`config.mk`:
```
export PLATFORM = sky130hd
export DESIGN_NAME = debug_dump_tx
export DESIGN_NICKNAME = d
export VERILOG_FILES = /design/src/rtl/debug_dump_tx_pkg.sv /design/src/rtl/debug_dump_tx.sv
export SDC_FILE = /design/constraint.sdc
export NUM_CORES = 2
export LEC_CHECK = 0
export CELL_PAD_IN_SITES_DETAIL_PLACEMENT = 1
export CELL_PAD_IN_SITES_GLOBAL_PLACEMENT = 1
export CORE_AREA = 2 2 407 409
export CTS_CLUSTER_SIZE = 28
export DETAILED_ROUTE_END_ITERATION = 8
export DIE_AREA = 0 0 409 411
export DONT_BUFFER_PORTS = 1
export PLACE_DENSITY = 0.54
export SLEW_MARGIN = 20
export SYNTH_ARGS = -nofsm -noshare
export SYNTH_HDL_FRONTEND = slang
export SYNTH_SLANG_ARGS = --single-unit
export TNS_END_PERCENT = 10
```
`constraint.sdc`:
```
create_clock -name i_clk -period 3.7 [get_ports i_clk]
set_input_delay 0.74 -clock i_clk [delete_from_list [all_inputs] [get_ports i_clk]]
set_output_delay 0.74 -clock i_clk [all_outputs]
set_load 0.05 [all_outputs]
```
`src/rtl/debug_dump_tx_pkg.sv`:
```
// ============================================================================
// debug_dump_tx_pkg
//   Shared definitions for the debug-dump frame serializer: frame sync nibble,
//   debug source identifiers (same codes as the debug command set), FSM state
//   encoding and a small helper that builds the header byte.
// ============================================================================
package debug_dump_tx_pkg;

    // Upper nibble of every frame header byte.
    localparam logic [3:0] FRAME_SYNC = 4'hA;

    // Debug source tags. The values line up with the debug command codes so
    // the controller can forward its command code straight into i_src_id.
    typedef enum logic [3:0] {
        SRC_NONE   = 4'd0,
        SRC_REGS   = 4'd1,
        SRC_IF_ID  = 4'd2,
        SRC_ID_EX  = 4'd3,
        SRC_EX_MEM = 4'd4,
        SRC_MEM_WB = 4'd5,
        SRC_MEM    = 4'd6
    } src_id_e;

    // Frame serializer states, in transmit order.
    typedef enum logic [2:0] {
        ST_IDLE = 3'd0,
        ST_HDR  = 3'd1,
        ST_LEN  = 3'd2,
        ST_DATA = 3'd3,
        ST_CSUM = 3'd4
    } state_e;

    // Header byte: sync nibble on top, source tag in the low nibble.
    function automatic logic [7:0] header_byte(input logic [3:0] src);
        return {FRAME_SYNC, src};
    endfunction

endpackage

```
`src/rtl/debug_dump_tx.sv`:
```
// ============================================================================
// debug_dump_tx
//   Frame serializer between the debug controller and the UART TX FIFO.
//   On i_start (in IDLE) a wide debug vector is captured and sent as:
//       header {4'hA, src} | length | payload bytes (LSB byte first) | checksum
//   The checksum is the XOR of the length byte and all payload bytes, which
//   makes it 8'h00 for an empty frame. One byte is pushed per cycle in which
//   the FIFO is not full; the FSM only advances on such cycles.
//
// Ports
//   i_clk        in   1          system clock, rising edge
//   i_reset_n    in   1          asynchronous active-low reset
//   i_start      in   1          1-cycle frame request, sampled only in IDLE
//   i_src_id     in   4          source tag for the header low nibble
//   i_payload    in   MAX_BITS   snapshot data, byte k = i_payload[8k +: 8]
//   i_num_bytes  in   LEN_W      payload byte count (clamped to MAX_BYTES)
//   i_abort      in   1          cancel the frame in progress
//   i_tx_full    in   1          UART TX FIFO full
//   o_tx_write   out  1          FIFO write strobe (combinational on i_tx_full)
//   o_tx_data    out  8          byte presented with o_tx_write
//   o_busy       out  1          high from capture until frame end
//   o_done       out  1          1-cycle pulse after the checksum byte
// ============================================================================
module debug_dump_tx
    import debug_dump_tx_pkg::*;
#(
    parameter int MAX_BITS  = 1024,
    parameter int MAX_BYTES = MAX_BITS / 8,
    parameter int LEN_W     = $clog2(MAX_BYTES + 1)
) (
    input  logic                i_clk,
    input  logic                i_reset_n,
    input  logic                i_start,
    input  logic [3:0]          i_src_id,
    input  logic [MAX_BITS-1:0] i_payload,
    input  logic [LEN_W-1:0]    i_num_bytes,
    input  logic                i_abort,
    input  logic                i_tx_full,
    output logic                o_tx_write,
    output logic [7:0]          o_tx_data,
    output logic                o_busy,
    output logic                o_done
);

    // Byte index width within the snapshot, and the matching bit index width
    // for the indexed part-select.
    localparam int BIDX_W = (MAX_BYTES > 1) ? $clog2(MAX_BYTES) : 1;
    localparam int IDX_W  = BIDX_W + 3;

    localparam logic [LEN_W-1:0] MAX_LEN = LEN_W'(MAX_BYTES);
    localparam logic [LEN_W-1:0] ONE     = LEN_W'(1);

    state_e              state;
    logic [MAX_BITS-1:0] snap;
    logic [LEN_W-1:0]    len;
    logic [LEN_W-1:0]    cnt;
    logic [3:0]          src;
    logic [7:0]          csum;

    logic [LEN_W-1:0]    len_clamped;
    logic [7:0]          len_byte;
    logic [IDX_W-1:0]    bit_idx;
    logic [7:0]          data_byte;
    logic                last_data;

    // ------------------------------------------------------------------
    // Datapath helpers
    // ------------------------------------------------------------------
    assign len_clamped = (i_num_bytes > MAX_LEN) ? MAX_LEN : i_num_bytes;
    assign len_byte    = 8'(len);

    // Byte select straight out of the snapshot register; cnt never exceeds
    // MAX_BYTES-1 while in DATA, so its low BIDX_W bits are the full index.
    assign bit_idx   = {cnt[BIDX_W-1:0], 3'b000};
    assign data_byte = snap[bit_idx +: 8];
    assign last_data = (cnt == (len - ONE));

    // A byte leaves on any active-state cycle the FIFO can take it, unless
    // the frame is being aborted this very cycle.
    assign o_tx_write = (state != ST_IDLE) && !i_tx_full && !i_abort;

    // Byte on the bus depends only on registered state, so it holds steady
    // through any number of stalled cycles.
    // NOTE: every output of a combinational block gets a default assignment
    // before the case so that no path leaves it unassigned and infers a latch.
    always_comb begin
        o_tx_data = 8'h00;
        case (state)
            ST_HDR:  o_tx_data = header_byte(src);
            ST_LEN:  o_tx_data = len_byte;
            ST_DATA: o_tx_data = data_byte;
            ST_CSUM: o_tx_data = csum;
            default: o_tx_data = 8'h00;
        endcase
    end

    // ------------------------------------------------------------------
    // Frame FSM
    // ------------------------------------------------------------------
    // NOTE: state is updated with non-blocking assignments so every register
    // samples pre-edge values regardless of statement order in the block.
    always_ff @(posedge i_clk or negedge i_reset_n) begin
        if (!i_reset_n) begin
            state  <= ST_IDLE;
            // NOTE: the snapshot store is wide but is still cleared on reset,
            // so no stale debug data can ever be observed after a reset.
            snap   <= '0;
            len    <= '0;
            cnt    <= '0;
            src    <= 4'h0;
            csum   <= 8'h00;
            o_busy <= 1'b0;
            o_done <= 1'b0;
        end else begin
            o_done <= 1'b0;

            case (state)
                ST_IDLE: begin
                    if (i_start) begin
                        snap   <= i_payload;
                        len    <= len_clamped;
                        src    <= i_src_id;
                        cnt    <= '0;
                        csum   <= 8'h00;
                        o_busy <= 1'b1;
                        state  <= ST_HDR;
                    end
                end

                ST_HDR, ST_LEN, ST_DATA, ST_CSUM: begin
                    if (i_abort) begin
                        // Bytes already in the FIFO stay there; no o_done.
                        o_busy <= 1'b0;
                        state  <= ST_IDLE;
                    end else if (o_tx_write) begin
                        case (state)
                            ST_HDR: begin
                                state <= ST_LEN;
                            end
                            ST_LEN: begin
                                csum  <= csum ^ len_byte;
                                state <= (len == '0) ? ST_CSUM : ST_DATA;
                            end
                            ST_DATA: begin
                                csum <= csum ^ data_byte;
                                cnt  <= cnt + ONE;
                                if (last_data) begin
                                    state <= ST_CSUM;
                                end
                            end
                            default: begin
                                // Checksum byte written: frame complete.
                                o_busy <= 1'b0;
                                o_done <= 1'b1;
                                state  <= ST_IDLE;
                            end
                        endcase
                    end
                end

                default: begin
                    // Unreachable encodings recover to IDLE.
                    o_busy <= 1'b0;
                    state  <= ST_IDLE;
                end
            endcase
        end
    end

endmodule

```
-- Word-level counts from Yosys, hierarchy flattened
Index checks and enable logic that the tools add are counted.
- bits in registers: 1057
- bits of input ports: 1041
- add/subtract/negate cells: 2
- $lt $le $gt $ge: 1
- eq/ne operators: 13
- shifts and indexed selects: 1
- mux-type cells: 27
- bitwise logic cells: 2
- reduce and logical (&&, ||, !) cells: 15
- operators with widths (kind ; number):
    1024-bit by 11-bit indexed part select with 8-bit output ; 1
    8-bit 2-to-1 mux ; 7
    8-bit one-hot mux with 2 select lines ; 3
    8-bit one-hot mux with 4 select lines ; 1
    8-bit bitwise XOR ; 2
    3-bit 2-to-1 mux ; 5
    5-bit AND reduction ; 2
    3-bit != test, second input constant ; 3
    3-bit one-hot mux with 3 select lines ; 1
    8-bit by 1-bit adder with 8-bit output, second input constant ; 1
    8-bit equality test ; 1
    8-bit greater-than comparator, second input constant ; 1
    8-bit zero test ; 1
    1-bit 2-to-1 mux ; 8
    2-bit != test, second input constant ; 4
    8-bit by 1-bit subtractor with 8-bit output, second input constant ; 1
    3-bit by 2-bit equality test with 1-bit output, second input constant ; 2
    3-bit one-hot mux with 2 select lines ; 1
    3-bit AND reduction ; 2
    4-bit != test, second input constant ; 1
    4-bit OR reduction ; 1
    3-bit by 1-bit equality test with 1-bit output, second input constant ; 1
    3-bit equality test, second input constant ; 1
    3-bit zero test ; 1
    other kinds (7) ; 9

-- Longest topological paths before layout
- word-level depth: 7
- gate-level depth with buffers: 13
- depth with buffers taken out: 9

-- Least setup slack after synthesis
No wires, ideal clock.
- path type: reg-to-output
- from: register cnt[0]
- to: output port o_tx_data[1]
- data arrival time: 2.755 ns
- setup slack: 0.205 ns
- cell stages (with the launch flop): 12
- path buffers: 5
- cell sequence: dfrtp_1 buf_6 buf_8 buf_6 buf_8 buf_6 mux2i_1 a221oi_1 a221oi_1 a211oi_1 o32ai_1 o221ai_1
- word-level cells in the longest chain between the ends: 2
- RTL lines (what ; RTL line ; source):
    start: declaration ; debug_dump_tx.sv:56 ; logic [LEN_W-1:0] cnt;
    start signal: assignment ; debug_dump_tx.sv:146 ; cnt <= cnt + ONE;
    1024-bit by 11-bit indexed part select with 8-bit output ; debug_dump_tx.sv:75 ; assign data_byte = snap[bit_idx +: 8];
    8-bit one-hot mux with 4 select lines ; debug_dump_tx.sv:88 ; case (state)
    end: declaration ; debug_dump_tx.sv:40 ; output logic [7:0] o_tx_data,
Every way passes these cells.

-- Final worst setup path
- from: register cnt[1]
- to: output port o_tx_data[3]
Same word-level chain as after synthesis.

==> metrics.md <==
| Metric | Value |
|---|---|
| Most frequent CP cell | `buf_12` |
| Vias per cell | `4.97` |
| GRT Util Overall | `24.4%` |
| Placed cell areas | `0.0529 mm^2` |
| Pleak | `28.5 nW` |
| Commonest cells post-synth | `nand2_1 (3,154), dfrtp_1 (1,057), clkbuf_1 (269)` |
| Simple-gate share of the synthesized area | `25.6%` |
| Area occupied by multi-input gates | `0.0211 mm^2` |
| Final net count | `6,418` |
| Yosys warnings | `0` |
| Hold path start | `i_payload[847]` |
| Sequential area share after synthesis | `54.4%` |
| Crit start category | `flip-flop` |
| R2R Path Start | `cnt[0]` |
| Synth Instances | `5,254` |
| Unrepaired setup endpoints after global routing | `true` |
| H-Tree Depth | `3` |
| Pins over their slew limit | `0` |
| DIE WIDTH | `409 um` |
| Final period util | `123%` |
| Worst hold path class | `primary input to flip-flop` |
| FF+latch count, synth | `1,057` |
| Required time worst endpoint | `2960 ps` |
| Seq pwr share | `39.0%` |
| R2R cell count | `13` |
| Setup-failing EPs final | `8` |
| Clock tree buffer depth | `3` |
| Iteration-0 DRC count of the detailed router | `3,017` |
| Post-layout min period | `4570 ps` |
| Storage cell area | `0.0265 mm^2` |
| Main synth FF type | `dfrtp_1` |
| Die area | `0.168 mm^2` |
| Max-slew headroom | `36.0%` |
| Tot Pwr | `53.5 mW` |
| Mux share of post-synthesis cell area | `13.0%` |
| Slowest stage delay, CP | `520 ps` |
| Core Area | `0.164 mm^2` |
| Antenna violations before repair | `53` |
| CP Cell Sequence | `buf_12 > buf_16 > buf_12 > mux4_2 > mux2i_4 > o211ai_1 > a211o_1 > o31a_1 > nor2b_4 > a211o_1 > buf_12` |
| Synth cell types | `74` |
| Die height | `411 um` |
| Depth of the worst hold-timing path | `2` |
| # fillers | `18,600` |
| Cell Area, Synth | `0.0487 mm^2` |
| TritonCTS clock tree | `yes` |
| Area Growth Syn to Fin | `19.3%` |
| Maximum vdd drop | `0.000456 V` |
| Top cells by area, synth | `dfrtp_1 (54%), nand2_1 (24%), mux4_2 (10%)` |
| CTS sink count | `1,057` |
| Io pins | `1,052` |
| Critical path's slowest cell | `dfrtp_4` |
| Post-route cell area | `0.0581 mm^2` |
| Largest family of logic cells by synthesized area | `simple AND/OR/NAND/NOR gates` |
| Yosys top cell area share | `54.4%` |
| Kind of critical path | `flip-flop to primary output` |
| Int Pwr | `32.5 mW` |
| Switching Share | `39.2%` |
| Worst skew pair latency | `770 ps` |
| Num CTS Buffers | `121` |
| Root buffer cell | `clkbuf_16` |
| Maxcap violations | `0` |
| Failing checks | `negative setup slack` |
| Largest net degree at the start of global routing | `192` |
| Compound-Gate Fraction of Synth Area | `3.38%` |
| First-pass GRT wire length | `295,000 um` |
| Most area-hungry cell type in the Yosys netlist | `dfrtp_1` |
| Status | `complete, but fails checks` |
| Worst EP arrival | `3830 ps` |
| First-pass detailed-route iteration total | `4` |
| Clock-pin slew on the worst setup and hold paths | `60 ps` |
| Post-synthesis net count | `6,298` |
| Clock Skews | `64.9 ps` |
| Synthesized area per cell | `9.26 um^2` |
| Wire length per cell | `27.2 um` |
| Worst-margin pin slew | `961 ps` |
| Place WS | `-824 ps` |
| Remaining antenna violation count | `0` |
| Synth Area in XOR/XNOR | `0.298%` |
| Hold worst-path end | `snap[847]` |
| Final GP Congestion | `0.843` |
| PortBufs | `0` |
| Crit end category | `primary output` |
| Drt drc | `0` |
| Logic pwr share | `38.5%` |
| Routed wire length | `209,000 um` |
| P per Cell Area | `922 mW/mm^2` |
| Clock share of power | `22.6%` |
| Final hold violations | `0` |
| Number of synthesized flops with an enable pin | `0` |
| Initial Util | `29.7%` |
| Proportion of layout cells with a drive suffix above 1 | `15.4%` |
| DP HPWL | `160,000 um` |
| Setup ws final | `-867 ps` |
| R2R Path End | `csum[2]` |
| Peak Freq | `0.219 GHz` |
| Gr ovfl total | `0` |
| P_sw | `21.0 mW` |
| Num rows | `149` |
| Vias | `38,200` |
| Share of synthesized registers carrying an async set or reset | `100%` |
| Largest fanout on the critical path | `16` |
| Vias in the first global route | `40,500` |
| Worst hold slack | `69.4 ps` |
| Most frequent cell after synthesis | `nand2_1` |
| Flop-to-flop setup slack | `450 ps` |
| Synth Area in Adders | `0.0772%` |
## worst max-delay path, delay by kind of cell, from the launching register on
kind,cells,cell delay [ps]
mux,2,550
compound gates,4,1130
buf+inv,4,670
simple gates,1,150
flops,1,520
## logic make-up (layout without fill, tap and decap cells)
logic type / count (synthesis) / in the layout
other: 0 / 19
adders and majority gates: 3 / 3
AOI/OAI and AO/OA: 232 / 232
muxes: 341 / 341
xor gates and xnor gates: 15 / 15
and+or+nand+nor: 3263 / 3263
buffers and inverters: 343 / 559
DFF: 1057 / 1057
## per-layer routing
| metal | GRT usage, % | up-vias | share of wire, % |
|---|---|---|---|
| met1 | 31.9 | 19600 | 43 |
| li1 | - | 17200 | - |
| met2 | 40.6 | 1035 | 49 |
| met5 | 0 | - | 0.17 |
| met4 | 6.93 | 56 | 2.8 |
| met3 | 5.32 | 290 | 5.7 |
## placed cells by master (no fill, tap or decap), drive strengths merged, types with 5 or more instances in the layout
cell type and n:
a31oi 9, mux2i 101, a211o 5, a22oi 44, mux4 227, and3 6
and2 7, o211ai 8, a21oi 46, nor3 10, clkinv 21, nand2 3154
mux2 13, buf 329, a211oi 8, xnor2 9, o22ai 9, xor2 5
dfrtp 1057, o21ai 30, diode 19, o221ai 18, inv 10, clkinvlp 6
a221oi 16, nor2b 8, nand3b 9, nand3 13, a22o 7, clkbuf 187
nor2 37
## sequential cells by signal, indices dropped and copies added (netlist names)
register / flops
csum: 8
state: 3
o_busy: 1
len: 8
snap: 1024
src: 4
cnt: 8
o_done: 1
## per-stage QoR
step	setup TNS (ps)	util, %	instances
finish	-6540	35.4	7678
global route	-7760	35.4	7675
detailed placement	-3490	32.3	7391
CTS	-7700	35.2	7644
global placement	-3390	32.2	7384
floorplan	0	-	5254
## power groups by stage
| stage | sequential (mW) | combinational, mW | clock (mW) |
|---|---|---|---|
| 3_5_place_dp | 21.0 | 19.8 | 0 |
| 5_1_grt | 21.4 | 22.9 | 12.8 |
| 4_1_cts | 20.9 | 20.7 | 12.4 |
| 6_report | 20.9 | 20.6 | 12.1 |
| 2_1_floorplan | 19.1 | 13.2 | 0 |
| 3_3_place_gp | 21.0 | 19.0 | 0 |
## final cells by class
class	instances	area share, %
Antenna cell	19	0.0819
Clock buffer	187	6.21
Clock inverter	32	0.608
Inverter	7	0.0560
Multi-Input combinational cell	3854	36.4
Sequential cell	1057	45.6
Tap cell	2189	4.72
Timing Repair Buffer	333	6.36
## how the worst max path moves through the flow
| stage | startpoint | to | slack (ps) | cells after the start |
|---|---|---|---|---|
| floorplan | cnt[0] | o_tx_data[1] | 200 | 11 |
| global placement | cnt[0] | o_tx_data[2] | -810 | 12 |
| detailed placement | cnt[0] | o_tx_data[2] | -820 | 12 |
| CTS | cnt[0] | o_tx_data[2] | -1030 | 10 |
| global route | cnt[0] | o_tx_data[3] | -1030 | 11 |
| finish | cnt[1] | o_tx_data[3] | -870 | 11 |
## what timing repair did
action | 4_1_cts | 5_1_grt
setup endpoints to repair | 9 | 8
hold endpoints to repair | 128 | 0
setup buffers | 30 | 22
gates cloned | 4 | 0
pin swaps | 21 | 25
hold buffers | 3 | 0
gates resized for setup | 87 | 43
Note: power is estimated with default switching activity, not from simulation.
